### src/rtl/microseq.sv
// Microprogram sequencer for the multicycle MIPS control unit, plus retire/illegal-opcode bookkeeping.
// All outputs registered (1-cycle latency); stall freezes state and counters and suppresses pulses.
module microseq #(
  parameter int CNT_W = 16
) (
  input  logic             i_clk,
  input  logic             i_reset,
  input  logic [5:0]       i_opcode,
  input  logic [1:0]       i_addrctl,
  input  logic             i_stall,
  output logic [3:0]       o_state,
  output logic             o_retire,
  output logic             o_illegal_op,
  output logic [CNT_W-1:0] o_instr_count,
  output logic [CNT_W-1:0] o_illegal_count
);

  localparam logic [3:0] FETCH   = 4'd0;
  localparam logic [3:0] DECODE  = 4'd1;
  localparam logic [3:0] MEMADR  = 4'd2;
  localparam logic [3:0] MEMRD   = 4'd3;
  localparam logic [3:0] MEMWB   = 4'd4;
  localparam logic [3:0] MEMWR   = 4'd5;
  localparam logic [3:0] RTYPEEX = 4'd6;
  localparam logic [3:0] RTYPEWB = 4'd7;
  localparam logic [3:0] BEQEX   = 4'd8;
  localparam logic [3:0] JEX     = 4'd9;

  localparam logic [1:0] AC_FETCH = 2'b00;
  localparam logic [1:0] AC_DISP1 = 2'b01;
  localparam logic [1:0] AC_DISP2 = 2'b10;
  localparam logic [1:0] AC_INCR  = 2'b11;

  localparam logic [5:0] OP_RTYPE = 6'b000000;
  localparam logic [5:0] OP_LW    = 6'b100011;
  localparam logic [5:0] OP_SW    = 6'b101011;
  localparam logic [5:0] OP_BEQ   = 6'b000100;
  localparam logic [5:0] OP_J     = 6'b000010;

  logic [3:0]       r_state;
  logic             r_retire;
  logic             r_illegal;
  logic [CNT_W-1:0] r_instr_count;
  logic [CNT_W-1:0] r_illegal_count;

  logic [3:0]       w_next;
  logic             w_retire;
  logic             w_illegal;
  logic             w_valid_state;

  assign w_valid_state = (r_state <= JEX);

  always_comb begin
    w_next    = FETCH;
    w_illegal = 1'b0;
    w_retire  = 1'b0;
    // Unreachable addresses 10-15 fall through to FETCH without retiring.
    if (w_valid_state) begin
      case (i_addrctl)
        AC_FETCH: begin
          w_next   = FETCH;
          w_retire = (r_state != FETCH);
        end
        AC_INCR: w_next = r_state + 4'd1;
        AC_DISP1: begin
          case (i_opcode)
            OP_RTYPE: w_next = RTYPEEX;
            OP_LW:    w_next = MEMADR;
            OP_SW:    w_next = MEMADR;
            OP_BEQ:   w_next = BEQEX;
            OP_J:     w_next = JEX;
            default: begin
              w_next    = FETCH;
              w_illegal = 1'b1;
            end
          endcase
        end
        AC_DISP2: begin
          case (i_opcode)
            OP_LW:   w_next = MEMRD;
            OP_SW:   w_next = MEMWR;
            default: w_next = FETCH;
          endcase
        end
        default: w_next = FETCH;
      endcase
    end
  end

  always_ff @(posedge i_clk or posedge i_reset) begin
    if (i_reset) begin
      r_state         <= FETCH;
      r_retire        <= 1'b0;
      r_illegal       <= 1'b0;
      r_instr_count   <= '0;
      r_illegal_count <= '0;
    end else if (i_stall) begin
      r_retire  <= 1'b0;
      r_illegal <= 1'b0;
    end else begin
      r_state   <= w_next;
      r_retire  <= w_retire;
      r_illegal <= w_illegal;
      if (w_retire)
        r_instr_count <= r_instr_count + 1'b1;
      if (w_illegal && (r_illegal_count != {CNT_W{1'b1}}))
        r_illegal_count <= r_illegal_count + 1'b1;
    end
  end

  assign o_state         = r_state;
  assign o_retire        = r_retire;
  assign o_illegal_op    = r_illegal;
  assign o_instr_count   = r_instr_count;
  assign o_illegal_count = r_illegal_count;

endmodule

### config.mk
export PLATFORM = sky130hd
export DESIGN_NAME = microseq
export DESIGN_NICKNAME = d
export VERILOG_FILES = /design/src/rtl/microseq.sv
export SDC_FILE = /design/constraint.sdc
export NUM_CORES = 1
export LEC_CHECK = 0
export BUFFER_PORTS_ARGS = -buffer_cell sky130_fd_sc_hd__buf_4
export CAP_MARGIN = 10
export CORE_MARGIN = 5
export CORE_UTILIZATION = 41
export DETAILED_ROUTE_END_ITERATION = 6
export PLACE_DENSITY = 0.77
export SLEW_MARGIN = 20
export SYNTH_ARGS = -nofsm -noshare
export SYNTH_HDL_FRONTEND = slang
export SYNTH_SLANG_ARGS = --single-unit
export TNS_END_PERCENT = 20
### constraint.sdc
create_clock -name i_clk -period 2 [get_ports i_clk]
set_clock_uncertainty 0.1 [all_clocks]
set_input_delay 0.2 -clock i_clk [delete_from_list [all_inputs] [get_ports i_clk]]
set_output_delay 0.2 -clock i_clk [all_outputs]
set_load 0.02 [all_outputs]
# Word level (Yosys, flattened, before mapping)
# Index checks and enable logic that the tools add are counted.
# word_totals
regBits	38
input_bits	11
elab_cells	37
# classes
add_sub_neg	3
n_lt_le_gt_ge	1
n_eq_ne	8
muxes	11
n_bitwise	1
reduce_logical	8
# ops
cell	n
$add 16x1->16 const B	2
$pmux 4 s4	2
$ne 16x16->1 const B	1
$eq 6x6->1 const B	2
$mux 1	7
$eq 6x2->1 const B	1
$eq 6x3->1 const B	1
$logic_not 6->1	1
$pmux 3 s2	1
$reduce_or 5->1	1
$add 4x1->4 const B	1
$eq 2x2->1 const B	2
$le 4x4->1 const B	1
$mux 4	1
$reduce_and 2->1	2
$reduce_bool 4->1	1
$eq 2x1->1 const B	1
$logic_not 2->1	1
$reduce_or 2->1	1
$logic_and 1x1->1	1
$not 1->1	1

# Logic depth before layout (Yosys ltp)
# Gate-level depths: netlist of run 1.
# logic_depth
word_depth	7
mapped_depth	7
ltp_nobuf	7

# Least setup slack after synthesis of run 1
# Ideal clock, no wire load.
# synth_path
path_kind	reg-to-reg
startpoint	register r_state[0], in the netlist o_state[0]
endpoint	register r_instr_count[13], in the netlist o_instr_count[13]
setup_ns	0.080
arrival_ns	2.074
required_ns	1.820
slack_ns	-0.254
path_stages_with_launch	8
path_buffers	0
cell_sequence	dfrtp_1 inv_1 ha_1 nor3b_1 a2111oi_4 nand3_4 nor3b_2 xor2_1
# synth_via
elab_chain_len	4
elab_cells_between_ends	5
# synth_rtl
item	line	rtl
from (decl)	40	logic [3:0] r_state;
from (signal assigned)	101	r_state <= w_next;
branches (longest 2 deep; another with $le 4x4->1)	--	
$mux 1 (*)	58	if (w_valid_state) begin
$reduce_and 2->1 (no source line) (*)	--	
to (signal assigned)	105	r_instr_count <= r_instr_count + 1'b1;
to (decl)	43	logic [CNT_W-1:0] r_instr_count;
# Mark *: on every way between the ends.
# A chain may end at the register's enable or synchronous reset.

# Worst setup path in the final report of run 1
# layout_path
startpoint	register r_state[1], in the netlist o_state[1]
endpoint	register r_illegal_count[14], in the netlist o_illegal_count[14]
# layout_via
elab_chain_len	4
# layout_rtl
item	line	rtl
$le 4x4->1	51	assign w_valid_state = (r_state <= JEX);
$mux 1	58	
$logic_and 1x1->1	106	if (w_illegal && (r_illegal_count != {CNT_W{1'b1}}))
$reduce_and 2->1 (no source line)	--	
to (signal assigned)	107	r_illegal_count <= r_illegal_count + 1'b1;
to (decl)	44	logic [CNT_W-1:0] r_illegal_count;
# Every way passes these cells.

==> impl_metrics.toml, run 1 <==
[routing]
drc_errors = 0
drtIter0Drc = 21
ant_nets = 0
vias_per_cell = 5.098
dr.pass1.iters = 4
wl_um = 4698
vias = 1718
post_drt_wl_per_cell_um = 13.94

[setup_path]
slowest_stage = "dfrtp_2"
worstSetupPathType = "flop to flop"
required_ns = 2.07
reg2reg_slack_ns = 0.008
slowest_delay_ns = 0.42
critPathLaunchType = "flop"
critPathArrivalTime_ns = 2.07
reg2reg_depth = 7
cp-end-kind = "flop"
r2r_start = "o_state[1]"
path_max_fanout = 4
crit_path_cell_trace = "inv_2 > ha_4 > o21bai_4 > a21oi_2 > nand4_1 > nor3_1 > mux2_2"
reg2reg_to = "o_illegal_count[14]"

[clock_network]
cts-buffers-inserted = 5
cts_tree = "done"
htreeDepth = 2
clkLatencyLatePin_ns = 0.29
cts.sinks = 38
cts_buffer_depth = 2
clk_pin_slew_ns = 0.08
cts_root_buf = "clkbuf_8"

[global_routing]
grt_pass1_wl_um = 7590
grt_use_total = 0.1499
grt_start_max_net_pins = 39
grt_overflow = 0
grt_pass1_vias = 1698
antenna_found_initial = 0

[hold_path]
hold_path_end = "o_state[0]"
hold_start = "i_stall"
holdPathStages = 2
hold_class = "input pin to flop"

[final_layout]
fin_nets = 285
n_fill_cell = 432
syn_to_final_growth_pct = 41.07
antennaDiodeCount = 0
multi_input_comb_area_um2 = 1127
drive_gt1_frac = 0.4222
layoutNonFillerInstCount = 337
seq_area_um2 = 953.4
final_common_cell = "buf_4"
final_cell_mix = "buf_4, dfrtp_1, xor2_1, nand2_1, nand3_1"
fin_area_um2 = 2836

[synth]
synth_ff_type = "dfrtp_1"
postSynthCellCount = 191
synthArstFlopShare = 1.000
synth_cell_type_count = 36
synth_area_leaders = "dfrtp_1, xor2_1, xnor2_1"
synth_top_cell_area_share = 0.4729
synth_top_cell_by_area = "dfrtp_1"
synth-seq-cells = 38
synth.avg_cell_area_um2 = 10.53
yosysSeqAreaShare = 0.4729
syn_nets = 207
synth_edf_count = 0
syn_area_um2 = 2011
yosysWarnings = 0

[floorplan]
dieWidth_um = 80.03
io_pins = 49
die_area_um2 = 6405
start_util = 0.4229
die_h_um = 80.03
core_area_um2 = 4755
fp-row-count = 25

[sta]
worstMarginPinSlew_ns = 0.4847
setup_viol = 0
hold_viol = 0
slew_viol_final = 0
setup_tns_ns = 0
slew-limit-headroom = 0.6769
fmax_mhz = 502.1
rsz0062_at_grt = "yes"
hold_ws_ns = 0.07870
fin_crit_ns = 1.992
timing.final.crit_share = 0.9959

[placed_design]
routabilityCongestion = 0.8340
port_buffers = 48
dp_hpwl_um = 3425
dp_cells = 326
dpl_cell_area_um2 = 2643

[pwr]
peakVddDrop_mv = 0.5914
p_leak_uw = 0.001404
power_density_nw_per_um2 = 737.8

[run_status]
status = "finished, final reports clean"

[job]
drv_cap = 0
## critical path, delay by kind of cell, from the launching register on
family / cells / cell delay, ns
AO/OA/AOI/OAI: 2 / 0.27
multiplexers: 1 / 0.36
adder cells (fa/ha/maj): 1 / 0.14
buffers and inverters: 1 / 0.09
AND/OR/NAND/NOR: 2 / 0.48
flip-flops: 1 / 0.42
## logic make-up (layout without fill, tap and decap cells)
family,after synthesis,in the layout,share of synthesized area
simple gates,88,89,0.2595
flops,38,38,0.4729
xor+xnor,31,31,0.1350
compound gates,15,15,0.06036
buf+inv,11,89,0.02427
fa+ha+maj,5,5,0.03111
mux,3,3,0.01680
## area by class of cell
cell class              instances  share of cell area
inverters                      10             0.01323
flip-flops and latches         38              0.3361
repair buffers                 71              0.1901
clock inverters                 2            0.004411
multi-input cells             143              0.3974
well taps                      67             0.02955
clock buffers                   6             0.02911
## cells in the mapped netlist, drive strengths merged, types with 2 or more instances
cell type and number:
dfrtp 38, xor2 21, nand2 16, nor3 15, nand3 13, inv 10
nor2 10, xnor2 10, nand4 7, o21ai 7, and3 5, ha 5
nor4 5, nor3b 4, a21oi 3, mux2 3, or3 3, and4 2
nand2b 2, or2 2, or4 2
## stage by stage
step	power (uW)	setup slack, ns	util
after global placement	1527	0.05720	0.5558
after floorplan	1243	-0.08861	-
after CTS	2105	0.001611	0.5792
after detailed placement	1540	-0.005553	0.5558
after global routing	2219	-0.09511	0.5966
final	2093	0.008179	0.5966
## routing by layer
layer	vias up	GRT usage	routed length, um
met5	-	0	0
met1	841	0.1805	2005
met4	0	0.04899	63
met3	7	0.04289	245
li1	826	-	-
met2	44	0.2558	2384
## sequential cells by signal, summed over array words and instances, names as in the netlist
name,flops
o_illegal_count,16
o_instr_count,16
o_state,4
o_illegal_op,1
o_retire,1
## what timing repair did
action	4_1_cts	5_1_grt
setup buffers	0	1
endpoints found under the setup margin	5	19
hold buffers	1	0
cloned	0	1
hold endpoints to repair	38	0
gates resized for setup	1	12
pin swaps	1	3
## worst max path at each step
stage                     slack (ns)  depth (start not counted)                  end       start
after CTS                      0.002                          8   o_illegal_count[8]  o_state[1]
after global routing            -0.1                          7  o_illegal_count[14]  o_state[0]
final                          0.008                          7  o_illegal_count[14]  o_state[1]
after floorplan                -0.09                          7     o_instr_count[5]  o_state[1]
after detailed placement      -0.006                          7    o_instr_count[10]  o_state[0]
after global placement          0.06                          8   o_illegal_count[8]  o_state[0]
## power by group
| part | switching, uW | total [uW] | leakage (uW) | internal, uW |
|---|---|---|---|---|
| registers | 87.4 | 939 | 0.000497 | 851 |
| clock network | 282 | 559 | 0.0000472 | 277 |
| logic | 316 | 595 | 0.000860 | 279 |
| total | 686 | 2090 | 0.00140 | 1410 |
Power figures use the tool's default switching activity.
==> inputs of run 2 (changes only) <==
Settings changed: ABC_AREA from default to 1, CORE_UTILIZATION 41 to 45, PLACE_DENSITY 0.77 to 0.81.
==> run 2 against run 1 <==
Routed wire length is 17% higher. Synthesized area up 21%. Non-clock buffer count down 16. Critical endpoint is now o_instr_count[15]. Sequential share of layout area decreased by 2.0 points. Sequential power up 6.3%. Hold slack got worse by 0.041 ns. Combinational power up 3.7%. Via count increased by 36%. Clock-buffer cell count fell by 1. Power increased by 7.8%. Highest routed layer unchanged. Flip-flop and latch count did not move.
==> impl_metrics.toml, run 2 <==
[clock_network]
cts_buffer_depth = 2
cts_tree = "done"
cts_hold_buffers = 1
cts_setup_buffers = 0
clk_pin_slew_ns = 0.08
cts.sinks = 38
htreeDepth = 2
postCtsResizedCells = 0
clkLatencyLatePin_ns = 0.29
cts_root_buf = "clkbuf_8"
cts-buffers-inserted = 5

[synth]
yosysSeqAreaShare = 0.3924
postSynthCellCount = 350
synth_edf_count = 0
synth-seq-cells = 38
synth_area_leaders = "dfrtp_1, nand2_1, nand3_1"
synthSimpleGateAreaFrac = 0.4239
yosys.area_share.adder = 0.02581
synth_ff_type = "dfrtp_1"
synthArstFlopShare = 1.000
synth_compound_area_frac = 0.03098
synth_top_family_by_area = "simple AND/OR/NAND/NOR gates"
synth_cell_type_count = 18
synth_xor_xnor_area_share = 0.06505
synth_top_cell_area_share = 0.3924
syn_area_um2 = 2424
yosysWarnings = 0
synth_top_cell_by_area = "dfrtp_1"
syn_nets = 366
post-synth-top-count-cell = "nand2_1"
muxShareOfSynthArea = 0
synth_common_cells = "nand2_1, nor2_1, dfrtp_1, nand3_1, inv_1"
synth.avg_cell_area_um2 = 6.924

[routing]
wl_um = 5499
ant_nets = 0
vias = 2335
dr.pass1.iters = 4
post_drt_wl_per_cell_um = 11.50
drc_errors = 0
drtIter0Drc = 134
vias_per_cell = 4.885

[global_routing]
grt_use_total = 0.1672
busiest_layer = "met2"
grt_pass1_vias = 2220
grt_overflow = 0
grt.met1_usage = 0.2005
met3_usage = 0.05347
grt_pass1_wl_um = 9770
antenna_found_initial = 0
grt_start_max_net_pins = 39
grtUsageMet2 = 0.2828

[run_status]
status = "finished, final reports clean"

[setup_path]
path_max_fanout = 20
path_depth = 10
critPathArrivalTime_ns = 1.83
slowest_delay_ns = 0.44
path_delay_family = "buffers and inverters"
required_ns = 2.08
cp-endpoint = "o_instr_count[15]"
worstSetupPathType = "flop to flop"
crit_path_cell_trace = "inv_1 > ha_1 > nand2_1 > nand3_1 > nand2_1 > nor2_1 > buf_4 > inv_1 > nand2_1 > nand2_1"
critPathBufInv = 3
reg2reg_depth = 10
reg2reg_to = "o_instr_count[15]"
r2r_start = "o_state[0]"
cp-end-kind = "flop"
crit_top_cell = "nand2_1"
slowest_stage = "dfrtp_1"
reg2reg_slack_ns = 0.25
crit_start = "o_state[0]"
critPathLaunchType = "flop"

[floorplan]
fp-row-count = 26
io_pins = 49
die_area_um2 = 6953
dieWidth_um = 83.39
core_area_um2 = 5172
die_h_um = 83.39
start_util = 0.4686

[final_layout]
drive_gt1_frac = 0.1691
antennaDiodeCount = 0
final_cell_mix = "nand2_1, buf_4, nor2_1, dfrtp_1, nand3_1"
layoutNonFillerInstCount = 478
fin_nets = 423
syn_to_final_growth_pct = 24.01
final_common_cell = "nand2_1"

[placed_design]
port_buffers = 48
dp_cells = 469
dp_hpwl_um = 4096
routabilityCongestion = 0.8617

[sta]
rsz0062_at_grt = "no"
worstMarginPinSlew_ns = 0.4794
hold_viol = 0
setup_tns_ns = 0
fmax_mhz = 571.1
slew_viol_final = 0
fin_crit_ns = 1.751
slew-limit-headroom = 0.6804
setup_viol = 0
timing.final.crit_share = 0.8754

[hold_path]
hold_class = "input pin to flop"

[pwr]
p_leak_uw = 0.001539
peakVddDrop_mv = 0.5919
power_density_nw_per_um2 = 750.6

[job]
drv_cap = 0
run 2: cell types whose count changed in the layout (fill, tap and decap cells not counted), sizes merged, moves of 12 or more:
cell,before,now
nor2,10,49
inv,10,32
nand3,14,38
buf,70,54
nor3,15,3
xor2,21,9
nand2,16,137
run 2: through the flow:
| step | instance area, um2 | hold WS (ns) | total power, uW | utilization | setup slack, ns |
|---|---|---|---|---|---|
| 4_1_cts | 3005 | 0.02198 | 2281 | 0.5810 | 0.2486 |
| 6_report | 3005 | 0.03755 | 2256 | 0.5810 | 0.2491 |
| 2_1_floorplan | 2424 | 0.2166 | 1358 | - | 0.2461 |
| 5_1_grt | 3005 | 0.05054 | 2405 | 0.5810 | 0.05592 |
| 3_3_place_gp | 2887 | 0.2579 | 1617 | 0.5581 | 0.3161 |
| 3_5_place_dp | 2887 | 0.2579 | 1632 | 0.5581 | 0.2582 |
run 2: cell families after synthesis:
logic type,after synthesis
adders and majority gates,5
xor gates and xnor gates,18
and+or+nand+nor,237
DFF,38
AOI/OAI and AO/OA,15
buffers and inverters,37
run 2: final cells by class:
cell class              instances  area [um2]
clock buffers                   5       68.82
repair buffers                 55       415.4
multi-input cells             275        1323
fillers                       464        2167
well taps                      70       87.58
flip-flops and latches         38       950.9
clock inverters                 3       40.04
inverters                      32       120.1
run 2: worst min-delay path by stage:
| stage | from | to | slack [ns] | cells after the start |
|---|---|---|---|---|
| finish | i_stall | o_state[3] | 0.04 | 3 |
| global placement | i_reset | o_state[2] | 0.26 | 3 |
| CTS | i_stall | o_state[3] | 0.02 | 3 |
| detailed placement | i_reset | o_illegal_count[10] | 0.26 | 3 |
| floorplan | i_stall | o_state[3] | 0.22 | 2 |
| global route | i_stall | o_state[3] | 0.05 | 3 |
run 2: metal layers:
metal  part of all wire  wire (um)  vias to the layer above
met1               0.45       2480                     1060
met3              0.058        319                       10
li1                   -          -                     1208
met5                  0          0                        -
met2               0.47       2610                       57
met4              0.016         89                        0
run 2: report_power, final:
part | leakage (uW) | switching, uW | internal, uW
Sequential | 0.000508 | 133 | 865
Clock | 0.0000579 | 274 | 367
Combinational | 0.000974 | 364 | 253
Total | 0.00154 | 770 | 1490
run 2: worst register-to-register path: stages (launching register included):
cell     delay (ns)
dfrtp_1        0.44
inv_1          0.10
ha_1           0.14
nand2_1        0.06
nand3_1        0.09
nand2_1        0.09
nor2_1         0.09
buf_4          0.24
inv_1          0.18
nand2_1        0.09
nand2_1        0.05
==> inputs of run 3 (changes only) <==
Settings changed: CORE_UTILIZATION 45 to 50, PLACE_DENSITY 0.81 to 0.88.
==> run 3 against run 2 <==
Largest cell class unchanged. Flip-flop and latch count unchanged. Sequential power about the same. Hold slack got worse by 0.014 ns. Combinational power fell by 1%.
==> impl_metrics.toml, run 3 (same netlist as run 2, synthesis figures left out) <==
[placed_design]
dp_cells = 465
port_buffers = 48
dp_hpwl_um = 4330
routabilityCongestion = 0.9186

[sta]
rsz0062_at_grt = "no"
fmax_mhz = 556.9
slew-limit-headroom = 0.6833
hold_viol = 0
setup_tns_ns = 0
fin_crit_ns = 1.796
slew_viol_final = 0
timing.final.crit_share = 0.8978
setup_viol = 0
worstMarginPinSlew_ns = 0.4751

[floorplan]
die_area_um2 = 6339
start_util = 0.5131
core_area_um2 = 4723
dieWidth_um = 79.62
die_h_um = 79.62
io_pins = 49
fp-row-count = 25

[clock_network]
cts_buffer_depth = 2
cts_hold_buffers = 1
cts_tree = "done"
cts.sinks = 38
clk_pin_slew_ns = 0.08
cts_root_buf = "clkbuf_8"
postCtsResizedCells = 0
htreeDepth = 2
clkLatencyLatePin_ns = 0.30
cts-buffers-inserted = 5
cts_setup_buffers = 0

[setup_path]
crit_path_cell_trace = "inv_1 > ha_1 > nand2_1 > nand3_1 > nand2_1 > nor2_1 > buf_4 > nand2_1 > xor2_1"
worstSetupPathType = "flop to flop"
reg2reg_slack_ns = 0.20
crit_top_cell = "nand2_1"
required_ns = 2.08
critPathLaunchType = "flop"
cp-end-kind = "flop"
path_delay_family = "simple AND/OR/NAND/NOR gates"
slowest_delay_ns = 0.44
slowest_stage = "dfrtp_1"
critPathArrivalTime_ns = 1.87
critPathBufInv = 2
path_max_fanout = 19

[global_routing]
grt_use_total = 0.2003
grt.met1_usage = 0.2375
busiest_layer = "met2"
met3_usage = 0.03837
grt_pass1_vias = 2330
grtUsageMet2 = 0.3581
grt_overflow = 0
antenna_found_initial = 0
grt_pass1_wl_um = 10180
grt_start_max_net_pins = 39

[pwr]
comb_power_share = 0.281
clkPwrFrac = 0.256
p_sw_uw = 781.6
swShare = 0.3602
peakVddDrop_mv = 0.6038
p_seq_frac = 0.462
p_int_uw = 1388
p_leak_uw = 0.001524
power_density_nw_per_um2 = 728.1

[job]
drv_cap = 0

[final_layout]
syn_to_final_growth_pct = 22.97
multi_input_comb_area_um2 = 1323
seq_area_um2 = 950.9
drive_gt1_frac = 0.1671
final_common_cell = "nand2_1"
fin_nets = 422
antennaDiodeCount = 0
final_cell_mix = "nand2_1, buf_4, nor2_1, dfrtp_1, nand3_1"
n_fill_cell = 455
layoutNonFillerInstCount = 474

[routing]
dr.pass1.iters = 5
drtIter0Drc = 136
vias = 2393
post_drt_wl_per_cell_um = 12.32
vias_per_cell = 5.049
wl_um = 5839
ant_nets = 0
drc_errors = 0

[hold_path]
hold_class = "input pin to flop"

[run_status]
status = "finished, final reports clean"
run 3: cell count changes in the layout (fill, tap and decap cells not counted):
cell | before | now
buf_4 | 54 | 53
bufinv_16 | 1 | 0
clkbuf_8 | 5 | 6
clkinv_2 | 2 | 1
clkinvlp_4 | 0 | 1
run 3: layout make-up:
cell class	instances	share of cell area
Clock buffer	6	0.02771
Tap cell	67	0.02813
Multi-Input combinational cell	275	0.4437
Sequential cell	38	0.3191
Timing Repair Buffer	54	0.1369
Clock inverter	2	0.004198
Inverter	32	0.04030
run 3: worst register-to-register path, stage by stage, from the launching register on:
cell	delay [ns]
dfrtp_1	0.44
inv_1	0.10
ha_1	0.14
nand2_1	0.06
nand3_1	0.10
nand2_1	0.10
nor2_1	0.13
buf_4	0.25
nand2_1	0.11
xor2_1	0.16
run 3: per-layer routing:
metal	part of all wire	wire length [um]
met4	0.011	63
met1	0.43	2485
met3	0.054	317
met2	0.51	2973
met5	0	0
run 3: power by group through the flow:
stage / Clock [uW] / Combinational [uW] / Sequential (uW)
final: 557 / 610 / 1000
after global routing: 612 / 677 / 1020
after CTS: 573 / 618 / 1010
after detailed placement: 0 / 613 / 1020
after global placement: 0 / 597 / 1010
after floorplan: 0 / 252 / 1110
run 3: through the flow:
step	worst slack (ns)	utilization	instance area, um2	power [uW]	hold slack, ns
2_1_floorplan	0.2461	-	2424	1358	0.2166
3_3_place_gp	0.2599	0.6087	2875	1607	0.2545
3_5_place_dp	0.2287	0.6087	2875	1632	0.2536
4_1_cts	0.1934	0.6310	2980	2196	0.01800
5_1_grt	0.001908	0.6310	2980	2312	0.02928
6_report	0.2045	0.6310	2980	2170	0.02396
run 3: worst paths after layout:
kind / depth (start not counted) / to / start
min in group asynchronous: 4 / o_illegal_count[10] / i_reset
hold / removal: 3 / o_state[3] / i_stall
max in group asynchronous: 4 / o_instr_count[0] / i_reset
hold reg to reg: 2 / o_instr_count[15] / o_instr_count[15]
setup reg to reg: 9 / o_instr_count[2] / o_state[0]
setup / recovery: 9 / o_instr_count[2] / o_state[0]
